## src/rtl/pin_entry_ctrl.sv

```systemverilog
// pin_entry_ctrl: card/keypad front end that builds acc_num/pin for the authenticator and enforces retry lockout.
// Optional COLLECT idle timeout is compiled in when ENTRY_TIMEOUT_EN is defined.
module pin_entry_ctrl #(
    parameter int MAX_TRIES      = 3,
    parameter int TIMEOUT_CYCLES = 1000
) (
    input  logic        clk,
    input  logic        rst,
    input  logic        card_inserted,
    input  logic [3:0]  card_acc_num,
    input  logic        key_valid,
    input  logic [3:0]  key_code,
    input  logic        acc_found_stat,
    input  logic        acc_auth_stat,
    output logic [3:0]  acc_num,
    output logic [15:0] pin,
    output logic [2:0]  digit_count,
    output logic [1:0]  tries_left,
    output logic        auth_valid,
    output logic        auth_ok,
    output logic        card_locked,
    output logic        timed_out,
    output logic [2:0]  state
);

    typedef enum logic [2:0] {
        S_IDLE    = 3'd0,
        S_COLLECT = 3'd1,
        S_CHECK   = 3'd2,
        S_GRANTED = 3'd3,
        S_REJECT  = 3'd4,
        S_LOCKED  = 3'd5
    } state_t;

    localparam logic [3:0] KEY_CLEAR = 4'hA;
    localparam logic [3:0] KEY_ENTER = 4'hB;

    if (MAX_TRIES < 1 || MAX_TRIES > 3 || TIMEOUT_CYCLES < 1) begin : g_param_check
        $error("pin_entry_ctrl: MAX_TRIES must be 1..3 and TIMEOUT_CYCLES >= 1");
    end

    state_t      r_state, w_state;
    logic [3:0]  r_acc_num, w_acc_num;
    logic [15:0] r_pin, w_pin;
    logic [2:0]  r_digit_count, w_digit_count;
    logic [1:0]  r_tries_left, w_tries_left;
    logic        r_auth_valid, w_auth_valid;
    logic        r_auth_ok, w_auth_ok;
    logic        r_card_locked, w_card_locked;
    logic        w_clear_all;
    logic        w_is_digit;
    logic        w_to_set;

    assign w_is_digit = (key_code <= 4'd9);

`ifdef ENTRY_TIMEOUT_EN
    localparam int            TW    = (TIMEOUT_CYCLES > 1) ? $clog2(TIMEOUT_CYCLES) : 1;
    localparam logic [TW-1:0] TLAST = TW'(TIMEOUT_CYCLES - 1);

    logic [TW-1:0] r_timer, w_timer;
    logic          r_timed_out, w_timed_out;

    // Timer is zero outside COLLECT, so entering COLLECT always starts a fresh count.
    assign w_timer  = (r_state == S_COLLECT && !key_valid) ? r_timer + TW'(1) : '0;
    assign w_to_set = (r_state == S_COLLECT) && card_inserted && !key_valid && (r_timer == TLAST);

    always_comb begin
        w_timed_out = r_timed_out | w_to_set;
        if (w_clear_all) begin
            w_timed_out = 1'b0;
        end
    end

    always_ff @(posedge clk or posedge rst) begin
        if (rst) begin
            r_timer     <= '0;
            r_timed_out <= 1'b0;
        end else begin
            r_timer     <= w_timer;
            r_timed_out <= w_timed_out;
        end
    end

    assign timed_out = r_timed_out;
`else
    assign w_to_set  = 1'b0;
    assign timed_out = 1'b0;
`endif

    always_comb begin
        // NOTE: every signal gets its hold value first so no path through the case infers a latch.
        w_state       = r_state;
        w_acc_num     = r_acc_num;
        w_pin         = r_pin;
        w_digit_count = r_digit_count;
        w_tries_left  = r_tries_left;
        w_auth_valid  = 1'b0;
        w_auth_ok     = r_auth_ok;
        w_card_locked = r_card_locked;
        w_clear_all   = 1'b0;

        case (r_state)
            S_IDLE: begin
                if (card_inserted) begin
                    w_acc_num     = card_acc_num;
                    w_tries_left  = 2'(MAX_TRIES);
                    w_pin         = '0;
                    w_digit_count = '0;
                    w_state       = S_COLLECT;
                end
            end
            S_COLLECT: begin
                // Card removal outranks any key strobe in the same cycle.
                if (!card_inserted) begin
                    w_clear_all = 1'b1;
                end else if (key_valid) begin
                    if (w_is_digit) begin
                        if (r_digit_count < 3'd4) begin
                            w_pin         = {r_pin[11:0], key_code};
                            w_digit_count = r_digit_count + 3'd1;
                        end
                    end else if (key_code == KEY_CLEAR) begin
                        w_pin         = '0;
                        w_digit_count = '0;
                    end else if (key_code == KEY_ENTER && r_digit_count == 3'd4) begin
                        w_state = S_CHECK;
                    end
                end else if (w_to_set) begin
                    w_state = S_REJECT;
                end
            end
            S_CHECK: begin
                if (!card_inserted) begin
                    w_clear_all = 1'b1;
                end else begin
                    w_auth_valid = 1'b1;
                    if (acc_found_stat && acc_auth_stat) begin
                        w_state   = S_GRANTED;
                        w_auth_ok = 1'b1;
                    end else if (!acc_found_stat) begin
                        w_state = S_REJECT;
                    end else begin
                        w_tries_left = r_tries_left - 2'd1;
                        if (r_tries_left == 2'd1) begin
                            w_state       = S_LOCKED;
                            w_card_locked = 1'b1;
                        end else begin
                            w_state       = S_COLLECT;
                            w_pin         = '0;
                            w_digit_count = '0;
                        end
                    end
                end
            end
            S_GRANTED, S_REJECT: begin
                if (!card_inserted) begin
                    w_clear_all = 1'b1;
                end
            end
            S_LOCKED: begin
                // Card is retained: only rst leaves this state.
            end
            default: begin
                w_clear_all = 1'b1;
            end
        endcase

        if (w_clear_all) begin
            w_state       = S_IDLE;
            w_acc_num     = '0;
            w_pin         = '0;
            w_digit_count = '0;
            w_tries_left  = '0;
            w_auth_ok     = 1'b0;
            w_card_locked = 1'b0;
        end
    end

    // NOTE: async reset clears every register; all state here is control, none is memory.
    always_ff @(posedge clk or posedge rst) begin
        if (rst) begin
            r_state       <= S_IDLE;
            r_acc_num     <= '0;
            r_pin         <= '0;
            r_digit_count <= '0;
            r_tries_left  <= '0;
            r_auth_valid  <= 1'b0;
            r_auth_ok     <= 1'b0;
            r_card_locked <= 1'b0;
        end else begin
            // NOTE: non-blocking assignments so every register updates from pre-edge values.
            r_state       <= w_state;
            r_acc_num     <= w_acc_num;
            r_pin         <= w_pin;
            r_digit_count <= w_digit_count;
            r_tries_left  <= w_tries_left;
            r_auth_valid  <= w_auth_valid;
            r_auth_ok     <= w_auth_ok;
            r_card_locked <= w_card_locked;
        end
    end

    assign state       = r_state;
    assign acc_num     = r_acc_num;
    assign pin         = r_pin;
    assign digit_count = r_digit_count;
    assign tries_left  = r_tries_left;
    assign auth_valid  = r_auth_valid;
    assign auth_ok     = r_auth_ok;
    assign card_locked = r_card_locked;

endmodule

```

## config.mk

```make
export PLATFORM = sky130hd
export DESIGN_NAME = pin_entry_ctrl
export DESIGN_NICKNAME = d
export VERILOG_FILES = /design/src/rtl/pin_entry_ctrl.sv
export SDC_FILE = /design/constraint.sdc
export NUM_CORES = 1
export LEC_CHECK = 0
export ABC_AREA = 1
export CAP_MARGIN = 20
export CORE_MARGIN = 2
export CORE_UTILIZATION = 50
export DETAILED_ROUTE_END_ITERATION = 7
export GPL_TIMING_DRIVEN = 0
export HOLD_SLACK_MARGIN = 0.03
export PLACE_DENSITY = 0.93
export SYNTH_ARGS = -nofsm -noshare
export SYNTH_HDL_FRONTEND = slang
export SYNTH_SLANG_ARGS = --single-unit
```

## constraint.sdc

```tcl
create_clock -name clk -period 3.18 [get_ports clk]
set_input_delay 0.318 -clock clk [delete_from_list [all_inputs] [get_ports clk]]
set_output_delay 0.318 -clock clk [all_outputs]
set_load 0.02 [all_outputs]
```

==> flow_summary.rst <==
.. list-table::
   :header-rows: 1

   * - Metric
     - Value
   * - Mean area per synthesized cell
     - 7.67 um2
   * - Starting density of the core
     - 0.519
   * - Category of the most critical setup path
     - in -> reg
   * - H-tree depth
     - 2
   * - Cell-internal power
     - 1.01 mW
   * - Fraction of power spent switching nets
     - 0.465
   * - Port Buffer Count
     - 44
   * - Shortest period the worst path allows
     - 1.99 ns
   * - TritonCTS Buffers
     - 5
   * - Buffers inserted by post-CTS timing repair
     - 0
   * - Register-to-register path setup slack
     - 1.22 ns
   * - Critical path required time
     - 3.46 ns
   * - Final cycle utilization of the critical path
     - 0.627
   * - Area delta synth->final
     - 33.9%
   * - Vias in the first global route
     - 1571
   * - Synthesized flop and latch total
     - 31
   * - Yosys warning count
     - 0
   * - Diode insertion count for antenna repair
     - 0
   * - Avg Vias per Cell
     - 5.25
   * - Die Footprint
     - 3920 um2
   * - Cell Pwr Density
     - 824 nW/um2
   * - Net total in the final layout
     - 293
   * - Clock tree root driver cell
     - sky130_fd_sc_hd__clkbuf_4
   * - Clock latency at the later pin of the worst-skew pair
     - 0.33 ns
   * - Core Area
     - 3310 um2
   * - Final GP Congestion
     - 0.882
   * - Setup repair after global routing missed its margin
     - no
   * - Worst IR drop on VDD
     - 0.399 mV
   * - Final setup vio count
     - 0
   * - Number of placed instances, taps included
     - 315
   * - Clock tree from TritonCTS
     - built
   * - Fraction of layout instances using a drive strength above 1
     - 0.0870
   * - Mapped Nets
     - 241
   * - Largest buffer count on any clock path
     - 2
   * - Hold WS
     - 0.330 ns
   * - Depth of the worst register-to-register path
     - 8
   * - Initial antenna violation count
     - 0
   * - Startpoint Class
     - input port
   * - Transition time at the pin with the least slew margin
     - 0.582 ns
   * - Routing usage on met1
     - 0.287
   * - Largest clock skew in the final design
     - 0.00456 ns
   * - Part of the total power dissipated in the clock network
     - 0.125
   * - X dimension of the die
     - 62.6 um
   * - Post-route ant nets
     - 0
   * - Static leakage
     - 1.14 nW
   * - FF-to-FF End
     - pin[8]$_DFFE_PP0P_
   * - Number of optimization iterations in the first detailed-route pass
     - 4
   * - Largest net degree at the start of global routing
     - 20
   * - Cells after synthesis
     - 224
   * - Worst r2r src
     - state[1]$_DFFE_PP0P_
   * - Share of synthesized area occupied by flip-flops and latches
     - 0.452
   * - Layer with the highest usage after global routing
     - met2
   * - Fill cell instance count of the final layout
     - 280
   * - Maxcap violations
     - 0
   * - Summed negative setup slack over all endpoints
     - 0 ns
   * - Path type of the worst min-delay path
     - in -> async
   * - Clock slew seen by the registers of the worst setup and hold paths
     - 0.09 ns
   * - Result of the run
     - finished, final reports clean
   * - Global-route usage over all layers
     - 0.223
   * - Count of vias placed by the detailed router
     - 1689
   * - Switch Pwr
     - 880 uW
   * - Number of gates resized after cts
     - 0
   * - Met2 Use GR
     - 0.367
   * - Post-synthesis instance area
     - 1720 um2
   * - Clock Sink Count
     - 31
   * - Die height
     - 62.6 um
   * - Cell Rows
     - 21
   * - First-pass GRT wire length
     - 7020 um
   * - Number of distinct library cell variants in the gate-level netlist after synthesis
     - 23
   * - Post-DP HPWL
     - 2940 um
   * - Crit. End Element
     - flop
   * - Highest clock rate
     - 0.502 GHz
   * - Logic pwr share
     - 0.574
   * - Non-filler instance count after layout
     - 322
   * - Highest fanout seen on the critical path
     - 10
   * - Power share of the sequential group
     - 0.301
   * - Wire per inst
     - 12.7 um
   * - Total wire length
     - 4100 um
   * - Detailed router's first-iteration violation count
     - 121
   * - Number of remaining DRC errors
     - 0
   * - Top-Level Pins
     - 46
   * - Count of final hold-check violations
     - 0
   * - Data arrival time of the critical path
     - 2.28 ns
   * - Max-slew violations
     - 0
   * - Worst-case headroom to the max-slew limit
     - 0.612
   * - Post-cts hold buffer count
     - 0
   * - Leftover overflow at the end of global routing
     - 0
   * - Met3 track demand over resource
     - 0.0577
## cells in the mapped netlist
master,count,share of area
sky130_fd_sc_hd__a21oi_1,5,0.015
sky130_fd_sc_hd__a31oi_1,1,0.0036
sky130_fd_sc_hd__buf_2,2,0.0058
sky130_fd_sc_hd__buf_4,4,0.017
sky130_fd_sc_hd__buf_6,1,0.0066
sky130_fd_sc_hd__clkbuf_1,1,0.0022
sky130_fd_sc_hd__clkbuf_8,2,0.016
sky130_fd_sc_hd__conb_1,1,0.0022
sky130_fd_sc_hd__dfrtp_1,31,0.45
sky130_fd_sc_hd__ha_1,3,0.022
sky130_fd_sc_hd__inv_1,15,0.033
sky130_fd_sc_hd__inv_2,2,0.0044
sky130_fd_sc_hd__nand2_1,70,0.15
sky130_fd_sc_hd__nand2_2,3,0.011
sky130_fd_sc_hd__nand3_1,33,0.096
sky130_fd_sc_hd__nand4_1,4,0.015
sky130_fd_sc_hd__nor2_1,18,0.039
sky130_fd_sc_hd__nor2_2,2,0.0073
sky130_fd_sc_hd__nor3_1,3,0.0087
sky130_fd_sc_hd__nor3b_1,14,0.061
sky130_fd_sc_hd__o21ai_0,7,0.020
sky130_fd_sc_hd__o21bai_1,1,0.0044
sky130_fd_sc_hd__xor2_1,1,0.0051
## worst max-delay path by stage
stage,startpoint,slack (ns),endpoint,depth (start not counted)
after floorplan,state[1]$_DFFE_PP0P_,1.51,pin[1]$_DFFE_PP0P_,10
after global placement,key_code[2],1.06,pin[15]$_DFFE_PP0P_,7
after detailed placement,key_code[2],1.0,pin[15]$_DFFE_PP0P_,7
after CTS,state[1]$_DFFE_PP0P_,1.23,pin[8]$_DFFE_PP0P_,8
after global routing,state[1]$_DFFE_PP0P_,1.07,pin[8]$_DFFE_PP0P_,8
final,key_code[2],1.19,pin[8]$_DFFE_PP0P_,7
## metal layers
layer / share of wire / routed length, um
met4: 0.015 / 63
met3: 0.061 / 248
met5: 0 / 0
met1: 0.44 / 1800
met2: 0.48 / 1990
## layout by cell type, fill, tap and decap left out
cell type                          n
sky130_fd_sc_hd__inv_2             2
sky130_fd_sc_hd__nand2_1          70
sky130_fd_sc_hd__nand4_1           4
sky130_fd_sc_hd__nor2_2            2
sky130_fd_sc_hd__nand3_1          33
sky130_fd_sc_hd__buf_2             2
sky130_fd_sc_hd__buf_4             4
sky130_fd_sc_hd__dfrtp_1          31
sky130_fd_sc_hd__inv_1            15
sky130_fd_sc_hd__ha_1              3
sky130_fd_sc_hd__a21oi_1           5
sky130_fd_sc_hd__buf_6             1
sky130_fd_sc_hd__clkbuf_4          5
sky130_fd_sc_hd__a31oi_1           1
sky130_fd_sc_hd__nor3_1            3
sky130_fd_sc_hd__xor2_1            1
sky130_fd_sc_hd__clkbuf_8          3
sky130_fd_sc_hd__nand2_2           3
sky130_fd_sc_hd__buf_16            1
sky130_fd_sc_hd__o21ai_0           7
sky130_fd_sc_hd__conb_1            1
sky130_fd_sc_hd__clkinv_2          1
sky130_fd_sc_hd__nor2_1           18
sky130_fd_sc_hd__clkdlybuf4s50_1  44
sky130_fd_sc_hd__clkbuf_1          1
sky130_fd_sc_hd__nor3b_1          14
sky130_fd_sc_hd__o21bai_1          1
## registers in the layout, summed over array words and instances, names as in the netlist
register / count
pin: 16
auth_ok: 1
state: 3
acc_num: 4
tries_left: 2
digit_count: 3
card_locked: 1
auth_valid: 1
## power groups by stage
stage / Combinational [mW] / Clock, mW / Sequential, mW
floorplan: 0.603 / 0 / 0.680
global placement: 1.05 / 0 / 0.578
detailed placement: 1.08 / 0 / 0.579
CTS: 1.09 / 0.240 / 0.571
global route: 1.19 / 0.259 / 0.586
finish: 1.09 / 0.237 / 0.571
## final cells by class
| class | instances | area, um2 | area share |
|---|---|---|---|
| inverter | 17 | 63.8 | 0.0277 |
| timing repair buffer | 45 | 468 | 0.203 |
| clock buffer | 6 | 51.3 | 0.0223 |
| tap | 46 | 57.6 | 0.0250 |
| clock inverter | 1 | 5.00 | 0.00218 |
| sequential | 31 | 776 | 0.337 |
| buffer | 10 | 82.6 | 0.0359 |
| multi-input combinational | 166 | 796 | 0.346 |
## cell families after synthesis
logic type | Yosys count | synth area share
AND/OR/NAND/NOR | 147 | 0.391
flip-flops | 31 | 0.452
buffers and inverters | 27 | 0.0852
AO/OA/AOI/OAI | 14 | 0.0430
adder cells (fa/ha/maj) | 3 | 0.0219
XOR/XNOR | 1 | 0.00510
other | 1 | 0.00218
## through the flow
| stage | utilization | total power [mW] | setup slack [ns] | cell area [um2] |
|---|---|---|---|---|
| 6_report | 0.695 | 1.89 | 1.19 | 2300 |
| 5_1_grt | 0.695 | 2.04 | 1.07 | 2300 |
| 4_1_cts | 0.695 | 1.90 | 1.23 | 2300 |
| 3_5_place_dp | 0.678 | 1.66 | 0.996 | 2240 |
| 3_3_place_gp | 0.669 | 1.63 | 1.06 | 2220 |
| 2_1_floorplan | - | 1.28 | 1.51 | 1720 |
## worst max-delay path: stages
cell and delay, ns:
sky130_fd_sc_hd__clkdlybuf4s50_1 0.46, sky130_fd_sc_hd__o21ai_0 0.49, sky130_fd_sc_hd__nand2_2 0.22, sky130_fd_sc_hd__clkbuf_1 0.29, sky130_fd_sc_hd__nor3b_1 0.30, sky130_fd_sc_hd__nand3_1 0.12
sky130_fd_sc_hd__nand2_1 0.07
Power figures use the tool's default switching activity.
==> RTL change 1: new RTL, same flow settings <==
Build with the macro `ENTRY_TIMEOUT_EN` defined.
--- a/src/rtl/pin_entry_ctrl.sv
+++ b/src/rtl/pin_entry_ctrl.sv
@@ -1,5 +1,7 @@
 // pin_entry_ctrl: card/keypad front end that builds acc_num/pin for the authenticator and enforces retry lockout.
 // Optional COLLECT idle timeout is compiled in when ENTRY_TIMEOUT_EN is defined.
+`define ENTRY_TIMEOUT_EN
+
 module pin_entry_ctrl #(
     parameter int MAX_TRIES      = 3,
     parameter int TIMEOUT_CYCLES = 1000
Check against the original RTL: no difference found for any inputs over 10 cycles, from zero or initial values and one cycle with rst high; that may be too few to reach the edited logic, so the function may still have changed.
==> RTL change 1 against the original RTL <==
- setup slack improved by 0.13 ns
- routed wire length grew 26%
- final area is 28% higher
- clock skew up 0.0069 ns
- core utilization decreased by 3.0 points
- critical path type is now flop to flop
- non-clock buffer count is 1 lower
- sequential cell count increased by 11
- clock power is 78% higher
- power rose by 22%
- largest power group unchanged
- area after synthesis up 35%
==> RTL change 1: results (changes against the original RTL) <==
* Placed insts at 402 (+28%)
* Number of global-route vias before repair at 2028 (+29%)
* CP Max Fanout at 8 (-2)
* Outcome: complete, no violations
* Routed WL at 5180 um (+26%)
* Synth cell count leaders: nand2_1, nor2_1, dfrtp_1
* WHS Endpoint: r_timer[0]
* Worst path slowest cell: dfrtp_1
* Max IR drop VDD at 511 uV (+28%)
* Worst R2R Path Depth at 10 (+2)
* Reg-to-reg slack, setup at 1.31 ns (+0.09 ns)
* Skew final at 0.0114 ns (+0.00686 ns)
* Total Nets Final at 375 (+28%)
* Clock insertion delay at the later pin of the skew report at 0.30 ns (-0.03 ns)
* DR vias/cell at 5.30 (+1.1%)
* Initial DRC count at 193 (+60%)
* Worst-Margin Slew at 0.861 ns (+0.279 ns)
* WP data arrival at 2.05 ns (-0.23 ns)
* Overall Global Routing Usage at 21.6% (-0.74 points)
* Gpl congestion at 0.891 (+1.0%)
* FF-to-FF Start: state[2]
* Via count at 2175 (+29%)
* Global-route wire length before repair at 8890 um (+27%)
* R2r endpoint: state[2]
* Post-synthesis sequential area ratio at 45.3% (+0.15 points)
* Hold buffers post-CTS at 0 (unchanged)
* Synth area leaders: dfrtp_1, nand2_1, nor2_1
* Synth cell types at 26 (+13%)
* Worst hold path type: flop to flop
* Largest net degree at the start of global routing at 43 (+110%)
* Layout cells sized above 1 at 8.94% (+0.24 points)
* Mapped Cells at 306 (+37%)
* Synth Net Count at 324 (+34%)
* LEAKAGE at 1.41 nW (+24%)
==> RTL change 1: changes by cell type after synthesis, sizes merged, moves of 7 or more <==
| cell | change |
|---|---|
| dfrtp | +11 |
| inv | +22 |
| nand2 | +12 |
| nand3 | -20 |
| nand4 | +21 |
| nor2 | +31 |
| nor3 | +7 |
| nor3b | -14 |
==> RTL change 1: layout make-up <==
class	instances	area, um^2
Buffer	10	86.3
Clock buffer	5	68.8
Clock inverter	3	40.0
Fill cell	375	1480
Inverter	39	146
Multi-Input combinational cell	215	1040
Sequential cell	42	1050
Tap cell	52	65.1
Timing Repair Buffer	44	440
==> RTL change 1: worst max-delay path: cells and delay by family, from the launching register on <==
kind          cells  cell delay [ns]
buf+inv           2             0.28
flops             1             0.48
simple gates      8             1.00
==> RTL change 1: per-layer routing <==
metal	track usage, %	vias to the layer above	wire, um
li1	-	1086	-
met1	28.9	996	2250
met2	34.1	77	2490
met3	4.86	16	313
met4	8.60	0	129
met5	0	-	0
==> RTL change 1: power breakdown <==
group / total [mW] / internal, mW / switching (mW)
sequential: 0.721 / 0.630 / 0.0910
clock: 0.422 / 0.231 / 0.190
combinational: 1.17 / 0.444 / 0.728
total: 2.31 / 1.30 / 1.01
==> RTL change 1: stage by stage <==
step           hold slack (ns)  utilization [%]  instance area [um^2]  worst slack, ns
2_1_floorplan            0.433                -                  2320             1.56
3_3_place_gp             0.445             64.0                  2830             1.03
5_1_grt                  0.471             66.5                  2930             1.08
3_5_place_dp             0.451             64.0                  2830             1.23
6_report                 0.461             66.5                  2930             1.31
4_1_cts                  0.447             66.5                  2930             1.33
==> RTL change 1: worst max-delay path by stage <==
stage	startpoint	to	slack (ns)	cells past startpoint
floorplan	state[2]	digit_count[0]	1.56	10
global placement	rst	auth_valid	1.03	2
detailed placement	acc_found_stat	pin[14]	1.23	12
CTS	state[2]	state[2]	1.33	10
global route	state[2]	state[2]	1.08	10
finish	state[2]	state[2]	1.31	10
==> RTL change 1: cell families after synthesis <==
family / count (synthesis) / synth area share [%]
flops: 42 / 45.3
compound gates: 23 / 5.72
fa+ha+maj: 4 / 2.16
xor+xnor: 1 / 0.378
buf+inv: 49 / 10.0
simple gates: 187 / 36.4
==> RTL change 2: new RTL, same flow settings <==
Without the edit above. Put one more register stage on the output `digit_count`. The value now appears one clock later. The other outputs are not delayed to match.
--- a/src/rtl/pin_entry_ctrl.sv
+++ b/src/rtl/pin_entry_ctrl.sv
@@ -203,7 +203,9 @@
     assign state       = r_state;
     assign acc_num     = r_acc_num;
     assign pin         = r_pin;
-    assign digit_count = r_digit_count;
+    always_ff @(posedge clk) begin
+        digit_count <= r_digit_count;
+    end
     assign tries_left  = r_tries_left;
     assign auth_valid  = r_auth_valid;
     assign auth_ok     = r_auth_ok;
Function: changed (Yosys sat finds a counterexample within 4 cycles, from zero or initial values and one cycle with rst high).
==> RTL change 2 against the original RTL <==
- sequential cell count is 3 higher
- power grew 18%
- area after synthesis increased by 5.2%
- highest routed layer unchanged
- clock power is 76% higher
- final area up 6.3%
- routed wire length shrank 3.0%
- sequential share of layout area is 0.47 points higher
- setup slack improved by 0.14 ns
- critical path type is now flop to output port
- count of clock-buffer cells in the layout stayed put
- die area grew 4.8%
- register-to-register slack improved by 0.27 ns
==> RTL change 2: results (changes against the original RTL) <==
* Outcome: complete, no violations
* Mux cell area share after synthesis at 0% (unchanged)
* Register area at 836 um^2 (+7.7%)
* Multi-input combinational area share at 31.2% (-3.4 points)
* Inverters at 36 (+19)
* Root Buffer: clkbuf_4
* Synth cell count leaders: nand2_1, dfrtp_1, inv_1
* Post-synthesis sequential area ratio at 46.3% (+1.1 points)
* Clock Sinks at 34 (+9.7%)
* Area post-placement at 0.00233 mm^2 (+4.0%)
* Synth cell types at 29 (+26%)
* Synth Flop Type: dfrtp_1
* Synth warn at 0 (unchanged)
* Ys async rst share at 91.2% (-8.8 points)
* Compound-gate portion of the synthesized area at 6.37% (+2.1 points)
* Dominant kind of cell: sequential cells
* Setup bufs post-CTS at 0 (unchanged)
* Max IR drop VDD at 623 uV (+56%)
* Max FFs per register at 16 (unchanged)
* Layout non-clock buf frac at 22.1% (-1.9 points)
* Worst-path clk slew at 0.09 ns (about the same)
* CTS resizes at 0 (unchanged)
* Ant diodes at 0 (unchanged)
* Synth Net Count at 246 (+2.1%)
* Worst path slowest cell: clkdlybuf4s50_1
* LEAKAGE at 1.21 nW (+6.3%)
* Routed WL at 3980 um (-3.0%)
* Non-Clock Buffer Count at 52 (-5.5%)
* Synth area leaders: dfrtp_1, nand2_1, nand3_1
* Detailed Routing Iterations Pass 1 at 4 (unchanged)
* Clock insertion delay at the later pin of the skew report at 0.37 ns (+0.04 ns)
* Worst rel slew slack at 51.3% (-9.9 points)
* Initial antenna violation count at 0 (unchanged)
* Power per cell area at 915 mW/mm^2 (+11%)
* Total Nets Final at 298 (+1.7%)
* Overall Global Routing Usage at 21.8% (-0.58 points)
* Worst hold path type: input port to async pin
* Clkbuf count at 6 (unchanged)
* Skew final at 0.0201 ns (+0.0155 ns)
* H-tree Lvls at 2 (unchanged)
* Layout area overhead at 35.2%
* Initial DRC count at 114 (-5.8%)
* Clock Tree Buf Depth at 2 (unchanged)
* WP data arrival at 1.54 ns (-0.74 ns)
* Post-Synth Adder-Cell Area at 2.08% (-0.11 points)
* Largest net degree at the start of global routing at 22 (+10%)
* CP Max Fanout at 6 (-4)
* Multi-In Gates at 152 (-8.4%)
* Worst path top cell family by delay: buffers and inverters
* Max incr delay on CP at 0.67 ns (+0.18 ns)
* Layout cells sized above 1 at 12.1% (+3.4 points)
* Post-synthesis xor/xnor area fraction at 0.485% (-0.025 points)
* Global-route wire length before repair at 6750 um (-3.8%)
* Number of global-route vias before repair at 1556 (-0.95%)
* Filler cells at 265 (-5.4%)
* Num CTS Buffers at 5 (unchanged)
* Final-layout clock-cell area share at 4.56% (+2.1 points)
* Gpl congestion at 0.862 (-2.2%)
* DR vias/cell at 4.95 (-5.7%)
* Dpl hpwl at 2970 um (+1.1%)
-- RTL change 2: power breakdown --
group	total [mW]	internal [mW]	switching [mW]
clock	0.418	0.266	0.152
sequential	0.626	0.535	0.0908
combinational	1.19	0.457	0.735
total	2.24	1.26	0.978
-- RTL change 2: metrics by stage --
stage / power, mW / hold WS (ns) / std cells / util [%] / setup WS, ns
floorplan: 1.44 / 0.391 / 229 / - / 1.61
global placement: 1.78 / 0.406 / 319 / 67.5 / 1.18
CTS: 2.24 / 0.285 / 328 / 71.5 / 1.31
finish: 2.24 / 0.278 / 328 / 71.5 / 1.32
global route: 2.39 / 0.331 / 328 / 71.5 / 1.25
detailed placement: 1.82 / 0.415 / 320 / 68.3 / 1.09
-- RTL change 2: final timing paths --
path / start / to / slack (ns) / cells after the start
worst max-delay path: state[2] / state[2] / 1.32 / 1
worst min-delay path: rst / state[2] / 0.28 / 2
worst max register to register: state[1] / pin[3] / 1.49 / 8
worst min register to register: r_digit_count[1] / digit_count[1] / 0.44 / 0
max in group asynchronous: rst / state[0] / 2.44 / 3
min in group clk: r_digit_count[1] / digit_count[1] / 0.44 / 0
-- RTL change 2: cells by family (layout without fill, tap and decap cells) --
| family | after synthesis | in the layout |
|---|---|---|
| xor gates and xnor gates | 1 | 1 |
| AOI/OAI and AO/OA | 19 | 19 |
| other | 1 | 1 |
| and+or+nand+nor | 128 | 128 |
| buffers and inverters | 43 | 96 |
| DFF | 34 | 34 |
| adders and majority gates | 3 | 3 |
-- RTL change 2: layer usage --
metal | wire length, um | part of all wire (%) | up-vias | GRT usage [%]
met2 | 1930 | 49 | 51 | 35.4
met5 | 0 | 0 | - | 0
li1 | - | - | 819 | -
met1 | 1710 | 43 | 744 | 25.8
met4 | 91 | 2.3 | 0 | 10.1
met3 | 244 | 6.1 | 8 | 7.57
